## src/rtl/mac_issue_ctrl.sv

```systemverilog
// mac_issue_ctrl
// --------------
// Issues operand triples (A, B, C) to a single MAC over its EN/DONE handshake.
// Triples arrive on a valid/ready stream and wait in a small FIFO. Each triple is
// driven onto the MAC with EN held high until the MAC raises DONE. The MAC result is
// then captured and offered on a valid/ready result port. Only one result may be
// outstanding at a time. If DONE does not arrive within TIMEOUT cycles of EN, the
// triple is abandoned and a sticky error flag is raised.
//
// Ports
//   clk          in   1             clock, rising edge
//   rst          in   1             synchronous active-high reset
//   in_valid     in   1             operand triple valid
//   in_ready     out  1             FIFO can accept a triple
//   in_a/b/c     in   A/B/C width   operand triple
//   mac_en       out  1             MAC enable, high for the whole operation
//   mac_data_*   out  A/B/C width   operands to the MAC, stable while mac_en=1
//   mac_mout     in   OUT_BITWIDTH  MAC result
//   mac_done     in   1             MAC completion
//   out_valid    out  1             result valid
//   out_ready    in   1             downstream accepts result
//   out_data     out  OUT_BITWIDTH  captured MAC result
//   err_timeout  out  1             sticky DONE-timeout flag
module mac_issue_ctrl #(
  parameter int A_BITWIDTH   = 8,
  parameter int B_BITWIDTH   = 8,
  parameter int C_BITWIDTH   = 8,
  parameter int OUT_BITWIDTH = 16,
  parameter int FIFO_DEPTH   = 4,
  parameter int TIMEOUT      = 64
) (
  input  logic                    clk,
  input  logic                    rst,
  input  logic                    in_valid,
  output logic                    in_ready,
  input  logic [A_BITWIDTH-1:0]   in_a,
  input  logic [B_BITWIDTH-1:0]   in_b,
  input  logic [C_BITWIDTH-1:0]   in_c,
  output logic                    mac_en,
  output logic [A_BITWIDTH-1:0]   mac_data_a,
  output logic [B_BITWIDTH-1:0]   mac_data_b,
  output logic [C_BITWIDTH-1:0]   mac_data_c,
  input  logic [OUT_BITWIDTH-1:0] mac_mout,
  input  logic                    mac_done,
  output logic                    out_valid,
  input  logic                    out_ready,
  output logic [OUT_BITWIDTH-1:0] out_data,
  output logic                    err_timeout
);

  localparam int TRIPLE_W = A_BITWIDTH + B_BITWIDTH + C_BITWIDTH;
  localparam int PTR_W    = (FIFO_DEPTH > 1) ? $clog2(FIFO_DEPTH) : 1;
  localparam int CNT_W    = $clog2(FIFO_DEPTH + 1);
  localparam int TMO_W    = $clog2(TIMEOUT);

  typedef enum logic [1:0] {
    IDLE,
    ISSUE,
    DRAIN
  } state_t;

  state_t state;
  state_t next_state;

  logic [TRIPLE_W-1:0] fifo_mem [FIFO_DEPTH];
  logic [PTR_W-1:0]    wr_ptr;
  logic [PTR_W-1:0]    rd_ptr;
  logic [CNT_W-1:0]    fifo_count;
  logic                fifo_full;
  logic                fifo_empty;
  logic                push;
  logic                pop;
  logic                capture;
  logic                abort;
  logic [TMO_W-1:0]    tmo_cnt;

  assign fifo_full  = (fifo_count == CNT_W'(FIFO_DEPTH));
  assign fifo_empty = (fifo_count == '0);

  // The FIFO never accepts during reset, and there is no bypass path when full:
  // a pop in the same cycle does not make room for a push.
  assign in_ready = !rst && !fifo_full;
  assign push     = in_valid && in_ready;

  // State register.
  always_ff @(posedge clk) begin
    if (rst) begin
      state <= IDLE;
    end else begin
      state <= next_state;
    end
  end

  // Next-state and per-cycle control strobes. A DONE still high from the previous
  // operation blocks a new issue, as does an unread result.
  always_comb begin
    next_state = state;
    pop        = 1'b0;
    capture    = 1'b0;
    abort      = 1'b0;
    case (state)
      IDLE: begin
        if (!fifo_empty && !mac_done && !out_valid) begin
          pop        = 1'b1;
          next_state = ISSUE;
        end
      end
      ISSUE: begin
        // DONE wins over the timeout if both land on the same cycle.
        if (mac_done) begin
          capture    = 1'b1;
          next_state = DRAIN;
        end else if (tmo_cnt == TMO_W'(TIMEOUT - 1)) begin
          abort      = 1'b1;
          next_state = DRAIN;
        end
      end
      DRAIN: begin
        if (!mac_done) begin
          next_state = IDLE;
        end
      end
      default: next_state = IDLE;
    endcase
  end

  // FIFO pointers and occupancy; pointers wrap naturally over a power-of-2 depth.
  always_ff @(posedge clk) begin
    if (rst) begin
      wr_ptr     <= '0;
      rd_ptr     <= '0;
      fifo_count <= '0;
    end else begin
      if (push) begin
        wr_ptr <= wr_ptr + PTR_W'(1);
      end
      if (pop) begin
        rd_ptr <= rd_ptr + PTR_W'(1);
      end
      case ({push, pop})
        2'b10:   fifo_count <= fifo_count + CNT_W'(1);
        2'b01:   fifo_count <= fifo_count - CNT_W'(1);
        default: fifo_count <= fifo_count;
      endcase
    end
  end

  // FIFO storage carries no reset; occupancy alone decides what is valid.
  always_ff @(posedge clk) begin
    if (push) begin
      fifo_mem[wr_ptr] <= {in_a, in_b, in_c};
    end
  end

  // MAC drive, timeout counter, result register and error flag. Operands stay on
  // the MAC bus after EN drops until the next issue replaces them.
  always_ff @(posedge clk) begin
    if (rst) begin
      mac_en      <= 1'b0;
      mac_data_a  <= '0;
      mac_data_b  <= '0;
      mac_data_c  <= '0;
      tmo_cnt     <= '0;
      out_valid   <= 1'b0;
      out_data    <= '0;
      err_timeout <= 1'b0;
    end else begin
      if (pop) begin
        {mac_data_a, mac_data_b, mac_data_c} <= fifo_mem[rd_ptr];
        mac_en <= 1'b1;
      end else if (capture || abort) begin
        mac_en <= 1'b0;
      end

      if (state == ISSUE) begin
        tmo_cnt <= tmo_cnt + TMO_W'(1);
      end else if (state == DRAIN && !mac_done) begin
        tmo_cnt <= '0;
      end

      if (capture) begin
        out_data  <= mac_mout;
        out_valid <= 1'b1;
      end else if (out_valid && out_ready) begin
        out_valid <= 1'b0;
      end

      if (abort) begin
        err_timeout <= 1'b1;
      end
    end
  end

endmodule
```

## config.mk

```make
export PLATFORM = sky130hd
export DESIGN_NAME = mac_issue_ctrl
export DESIGN_NICKNAME = d
export VERILOG_FILES = /design/src/rtl/mac_issue_ctrl.sv
export SDC_FILE = /design/constraint.sdc
export NUM_CORES = 1
export LEC_CHECK = 0
export ABC_CLOCK_PERIOD_IN_PS = 2950
export CAP_MARGIN = 20
export CORE_ASPECT_RATIO = 1.25
export CORE_MARGIN = 2
export CORE_UTILIZATION = 50
export CTS_CLUSTER_SIZE = 24
export DETAILED_ROUTE_END_ITERATION = 12
export PLACE_DENSITY = 0.75
export RECOVER_POWER = 25
export SLEW_MARGIN = 20
export SYNTH_ARGS = -nofsm -noshare
export SYNTH_HDL_FRONTEND = slang
export SYNTH_SLANG_ARGS = --single-unit
```

## constraint.sdc

```tcl
create_clock -name clk -period 2.95 [get_ports clk]
set_input_delay 0.295 -clock clk [delete_from_list [all_inputs] [get_ports clk]]
set_output_delay 0.295 -clock clk [all_outputs]
set_load 0.03 [all_outputs]
```

==> flow_summary.yaml, run 1 <==
outcome:
  status: "finished clean"
sta:
  drv_slew: 0
  tightestPinTransition_ns: 0.729
  skew_ns: 0.0152
  whs_ns: 0.333
  fin_setup_tns_ns: 0
  rsz0062_at_grt: "no"
  hold_violations: 0
  post-route-period-util: 0.787
  slew-limit-headroom: 0.513
  period_needed_ns: 2.32
  setup_slack_ns: 0.627
  fmaxAchievable_ghz: 0.430
  setup_viol: 0
clock_tree:
  numClockSinks: 154
  h-tree-depth: 4
  clock_path_buffers: 2
  cts_tree: "built"
  ctsHoldBuffers: 0
  cts_setup_buffers: 0
  ctsResizeCount: 0
  cts_root_buf: "clkbuf_16"
  cts_buffers: 17
  cts.clk_slew.worst_paths_ns: 0.06
  worstSkewPairLatency_ns: 0.42
min_path:
  min_path_type: "in2reg"
  hp-start: "rst"
  whs_endpoint: "wr_ptr[0]"
  whs_path_depth: 4
worst_setup_path:
  crit_type: "reg2reg"
  r2r_setup_slack_ns: 0.63
  ff2ff_path_depth: 9
  start_kind: "register"
  cp.required_ns: 3.29
  critPathCaptureType: "register"
  crit_arrival_ns: 2.67
  r2r-end: "fifo_count[2]"
  crit-reg2reg-launch: "state[0]"
  crit_fanout: 16
  worstSetupStartpoint: "state[0]"
finish:
  ff_latch_area_mm2: 0.00405
  multi_input_area_mm2: 0.00167
  area_growth_pct: 28.2
  layout.nets: 561
  drive_gt1_frac: 0.134
  fin_cells: 660
  diodes: 0
  fillers: 835
grt:
  grt_first_pass_wirelength_um: 19300
  grt_max_degree: 60
  grt_pass1_vias: 3843
  gr-total-overflow: 0
  antenna_found_initial: 1
  grt_use_total: 0.203
die:
  row_count: 44
  coreArea_mm2: 0.0115
  io_pins: 89
  die_h_um: 125
  initial_core_util: 0.510
  die_w_um: 101
  dieArea_mm2: 0.0126
placed_design:
  place_congestion: 0.810
  numPortBuffers: 88
  post-dp-hpwl_um: 7860
  dp_slack_ns: 0.379
  dp.cells: 628
route:
  post_drt_wl_per_cell_um: 18.6
  drc: 0
  finalWirelength_um: 12300
  first_iter_violations: 250
  routed_via_density: 5.76
  vias: 3801
  final_antenna_net_count: 0
  firstDrtPassIters: 4
synthesis:
  netlist_instances: 418
  ys_types: 40
  yosys.area_share.xor_xnor: 0.00299
  yosysWarnings: 0
  synth_compound_area_frac: 0.0819
  ys_ff_latch: 154
  synth_edf_count: 96
  synth_area_mm2: 0.00587
  synth-simple-area-share: 0.0849
  synth_top_family_by_area: "multiplexers"
  async_reset_ff_frac: 0
  synth-seq-area-share: 0.689
  muxShareOfSynthArea: 0.0958
  syn-num-nets: 470
  synth_fa_ha_area_frac: 0.0162
  avgSynthCellArea_um2: 14.0
  ys.flop_type: "edfxtp_1"
pwr:
  power_leakage_nw: 2.44
  power_density_mw_per_mm2: 846
  ir_drop_mv: 0.405
run:
  max-cap-violations: 0
[kinds of logic (layout without fill, tap and decap cells)]
group,after synthesis,in the layout
buffers and inverters,40,144
adder cells (fa/ha/maj),7,7
XOR/XNOR,2,2
multiplexers,26,26
flip-flops,154,154
AND/OR/NAND/NOR,99,99
AO/OA/AOI/OAI,90,90
[placed cells by master, fill, tap and decap left out, types with 5 or more instances in the layout]
cell and instances:
clkdlybuf4s50_1 68, inv_1 11, dfxtp_1 57, ha_1 6, dlygate4sd3_1 19, clkbuf_16 17
mux4_2 24, a21oi_1 54, nand3_1 25, or3_1 5, nor2_1 9, buf_4 10
nand2_1 34, edfxtp_1 96, o21ai_0 27
[critical path: stages (launching register included)]
cell and delay, ns:
dfxtp_1 0.46, nor4_4 0.34, nand2_1 0.12, inv_1 0.11, ha_1 0.18, inv_1 0.06
fa_1 0.37, xor2_1 0.15, or3_1 0.30, a21oi_1 0.15
[stage by stage]
| step | util | instance area (um2) | total power, mW |
|---|---|---|---|
| detailed placement | 0.603 | 6940 | 4.29 |
| floorplan | - | 5870 | 3.71 |
| global route | 0.653 | 7520 | 6.64 |
| finish | 0.653 | 7520 | 6.36 |
| global placement | 0.603 | 6940 | 4.24 |
| CTS | 0.653 | 7520 | 6.41 |
[layout make-up]
| cell class | count | share of cell area |
|---|---|---|
| Timing Repair Buffer | 101 | 0.134 |
| Inverter | 11 | 0.00549 |
| Multi-Input combinational cell | 224 | 0.222 |
| Sequential cell | 154 | 0.538 |
| Clock buffer | 18 | 0.0571 |
| Tap cell | 138 | 0.0230 |
| Clock inverter | 14 | 0.0203 |
[routing by layer]
metal | part of all wire | GRT usage | up-vias | wire length (um)
met3 | 0.049 | 0.0458 | 20 | 598
met5 | 0.00065 | 0 | - | 8
met2 | 0.54 | 0.358 | 106 | 6670
met1 | 0.39 | 0.234 | 1909 | 4750
li1 | - | - | 1764 | -
met4 | 0.019 | 0.0838 | 2 | 228
[Yosys cell counts, types with 4 or more instances]
cell	n	area [um2]
nor2_1	9	33.8
nor4_1	4	25.0
nand3_1	25	125
o21ai_0	27	135
and2_1	4	25.0
nand2b_1	4	25.0
dfxtp_1	58	1160
a21oi_1	54	270
buf_2	5	25.0
edfxtp_1	96	2880
ha_1	6	75.1
inv_1	11	41.3
mux4_2	24	541
or3_1	5	31.3
nand2_1	34	128
clkbuf_1	19	71.3
[power by group]
| group | switching (mW) | internal (mW) | leakage (nW) |
|---|---|---|---|
| Clock | 0.813 | 1.32 | 0.277 |
| Combinational | 0.905 | 0.650 | 0.819 |
| Sequential | 0.161 | 2.52 | 1.34 |
[registers in the layout, summed over array words and instances (netlist names), 2 cells and up]
name	flops
mac_data_b	8
tmo_cnt	6
wr_ptr	2
mac_data_a	8
mac_data_c	8
fifo_mem	96
out_data	16
fifo_count	3
rd_ptr	2
state	2
[worst max-delay path by stage]
| stage | end | slack (ns) | cells past startpoint |
|---|---|---|---|
| 2_1_floorplan | fifo_count[2] | 0.57 | 9 |
| 3_3_place_gp | fifo_count[2] | 0.47 | 10 |
| 3_5_place_dp | fifo_count[2] | 0.38 | 10 |
| 4_1_cts | fifo_count[2] | 0.62 | 9 |
| 5_1_grt | fifo_count[2] | 0.49 | 9 |
| 6_report | fifo_count[2] | 0.63 | 9 |
No activity file was read; power rests on OpenSTA's default activity.
==> run 2, diff against run 1 <==
Settings changed: ABC_CLOCK_PERIOD_IN_PS 2950 to 2200.
Clock period 2.95 ns to 2.2 ns, I/O delays scaled along.
==> run 2 against run 1 <==
  * Flip-flop and latch count unchanged
  * Non-clock buffer count increased by 14
  * Worst setup slack got worse by 0.45 ns
  * Sequential power increased by 34%
  * Maximum frequency increased by 15%
  * Via count increased by 0.58%
  * Routed wire length increased by 0.60%
  * Final cell count increased by 2.1%
  * Sequential share of layout area decreased by 1.3 points
  * Critical path type unchanged
  * Critical endpoint unchanged
==> flow_summary.yaml, run 2 (synthesized netlist as in run 1, its figures left out) <==
outcome:
  status: "finished clean"
finish:
  mostFrequentLayoutCells: "edfxtp_1, clkdlybuf4s50_1, dfxtp_1"
  layout_commonest_cell: "edfxtp_1"
  postLayoutCellArea_mm2: 0.00771
  drive_gt1_frac: 0.172
  largest-register: "fifo_mem"
  largest_reg_flops: 96
  area_growth_pct: 31.4
  layout.nets: 575
  diodes: 0
  fin_cells: 674
  reg_top3: "fifo_mem: 96 flops, out_data: 16 flops"
pwr:
  p_sw_mw: 2.62
  comb_power_share: 0.254
  pwr-share-seq: 0.404
  switching_share: 0.295
  ir_drop_mv: 0.609
  clockPowerShare: 0.342
  power_density_mw_per_mm2: 1150
  intPower_mw: 6.26
  power_leakage_nw: 2.53
clock_tree:
  numClockSinks: 154
  cts.clk_slew.worst_paths_ns: 0.06
  cts_tree: "built"
  h-tree-depth: 4
  cts_setup_buffers: 0
  clock_path_buffers: 2
  cts_root_buf: "clkbuf_16"
  worstSkewPairLatency_ns: 0.42
  ctsHoldBuffers: 0
  cts_buffers: 17
placed_design:
  post-dp-hpwl_um: 7750
  dp.cells: 642
  placed_area_mm2: 0.00708
  dp_slack_ns: -0.0845
  place_congestion: 0.756
  numPortBuffers: 88
worst_setup_path:
  endpoint: "fifo_count[2]"
  critPathCaptureType: "register"
  cpPeakStageDelay_ns: 0.33
  r2r-end: "fifo_count[2]"
  crit_top_cell: "inv_1"
  cp.required_ns: 2.55
  start_kind: "register"
  crit_cells: 9
  worstSetupStartpoint: "state[0]"
  crit_chain: "nor4_4, nand2_1, inv_1, ha_2, inv_1, fa_2, xor2_1, or3_1, a21oi_1"
  crit_arrival_ns: 2.37
  path_delay_family: "simple AND/OR/NAND/NOR gates"
  r2r_setup_slack_ns: 0.17
  cp_num_buf_inv: 2
  crit_type: "reg2reg"
  crit-reg2reg-launch: "state[0]"
  slowest_stage: "dfxtp_1"
  crit_fanout: 2
  ff2ff_path_depth: 9
route:
  vias: 3823
  post_drt_wl_per_cell_um: 18.3
  routed_via_density: 5.67
  final_antenna_net_count: 0
  drc: 0
  finalWirelength_um: 12300
  first_iter_violations: 254
  firstDrtPassIters: 4
sta:
  rsz0062_at_grt: "no"
  post-route-period-util: 0.922
  period_needed_ns: 2.03
  drv_slew: 0
  setup_viol: 0
  fin_setup_tns_ns: 0
  hold_violations: 0
  slew-limit-headroom: 0.585
  whs_ns: 0.296
  setup_slack_ns: 0.173
  fmaxAchievable_ghz: 0.493
  skew_ns: 0.00728
  tightestPinTransition_ns: 0.622
die:
  initial_core_util: 0.510
  row_count: 44
  die_h_um: 125
  die_w_um: 101
  io_pins: 89
  coreArea_mm2: 0.0115
  dieArea_mm2: 0.0126
grt:
  antenna_found_initial: 0
  gr-total-overflow: 0
  grt_use_total: 0.206
  grt_pass1_vias: 4001
  grt_first_pass_wirelength_um: 19600
  grt_max_degree: 59
run:
  max-cap-violations: 0
min_path:
  min_path_type: "in2reg"
## run 2: changes by cell type in the layout (fill, tap and decap cells not counted), moves of 2 or more
cell | before | now
buf_12 | 3 | 5
buf_4 | 10 | 22
clkinv_1 | 4 | 1
clkinv_4 | 0 | 2
clkinvlp_4 | 2 | 6
## run 2: final cells by class
class	count	area, um2
Clock inverter	15	200
Multi-Input combinational cell	224	1680
Fill cell	796	3800
Clock buffer	17	425
Inverter	11	41.3
Tap cell	138	173
Sequential cell	154	4050
Timing Repair Buffer	115	1140
## run 2: metrics by stage
stage                     total power, mW  utilization
after floorplan                      4.99            -
after global placement               5.84        0.615
after detailed placement             5.91        0.615
after CTS                            8.95        0.669
after global routing                 9.25        0.670
final                                8.88        0.670
## run 2: repair_timing
action | 4_1_cts | 5_1_grt
gates resized for setup | 0 | 1
hold endpoints to repair | 0 | 0
endpoints found under the setup margin | 0 | 1
## run 2: worst min path at each step
stage	from	end	slack [ns]	cells after the start
detailed placement	out_data[7]	out_data[7]	0.45	2
floorplan	in_c[0]	fifo_mem[0][0]	0.32	0
global placement	out_data[8]	out_data[8]	0.44	2
CTS	rst	wr_ptr[0]	0.28	4
global route	rst	wr_ptr[0]	0.31	4
finish	rst	wr_ptr[0]	0.30	4
## run 2: power by group through the flow
stage	combinational (mW)	clock, mW	sequential, mW
3_5_place_dp	2.26	0	3.64
2_1_floorplan	1.14	0	3.84
3_3_place_gp	2.22	0	3.63
6_report	2.26	3.03	3.59
5_1_grt	2.43	3.20	3.62
4_1_cts	2.28	3.08	3.59
## run 2: tightest hold or removal path: cells and delay by family
kind	cells	cell delay [ns]
muxes	1	0.11
and+or+nand+nor	1	0.07
buffers and inverters	2	0.26
## run 2: routing by layer
metal	vias to the layer above	GRT usage	wire length, um
met4	0	0.0959	304
met5	-	0	0
li1	1779	-	-
met1	1859	0.237	4660
met3	29	0.0525	749
met2	156	0.356	6610
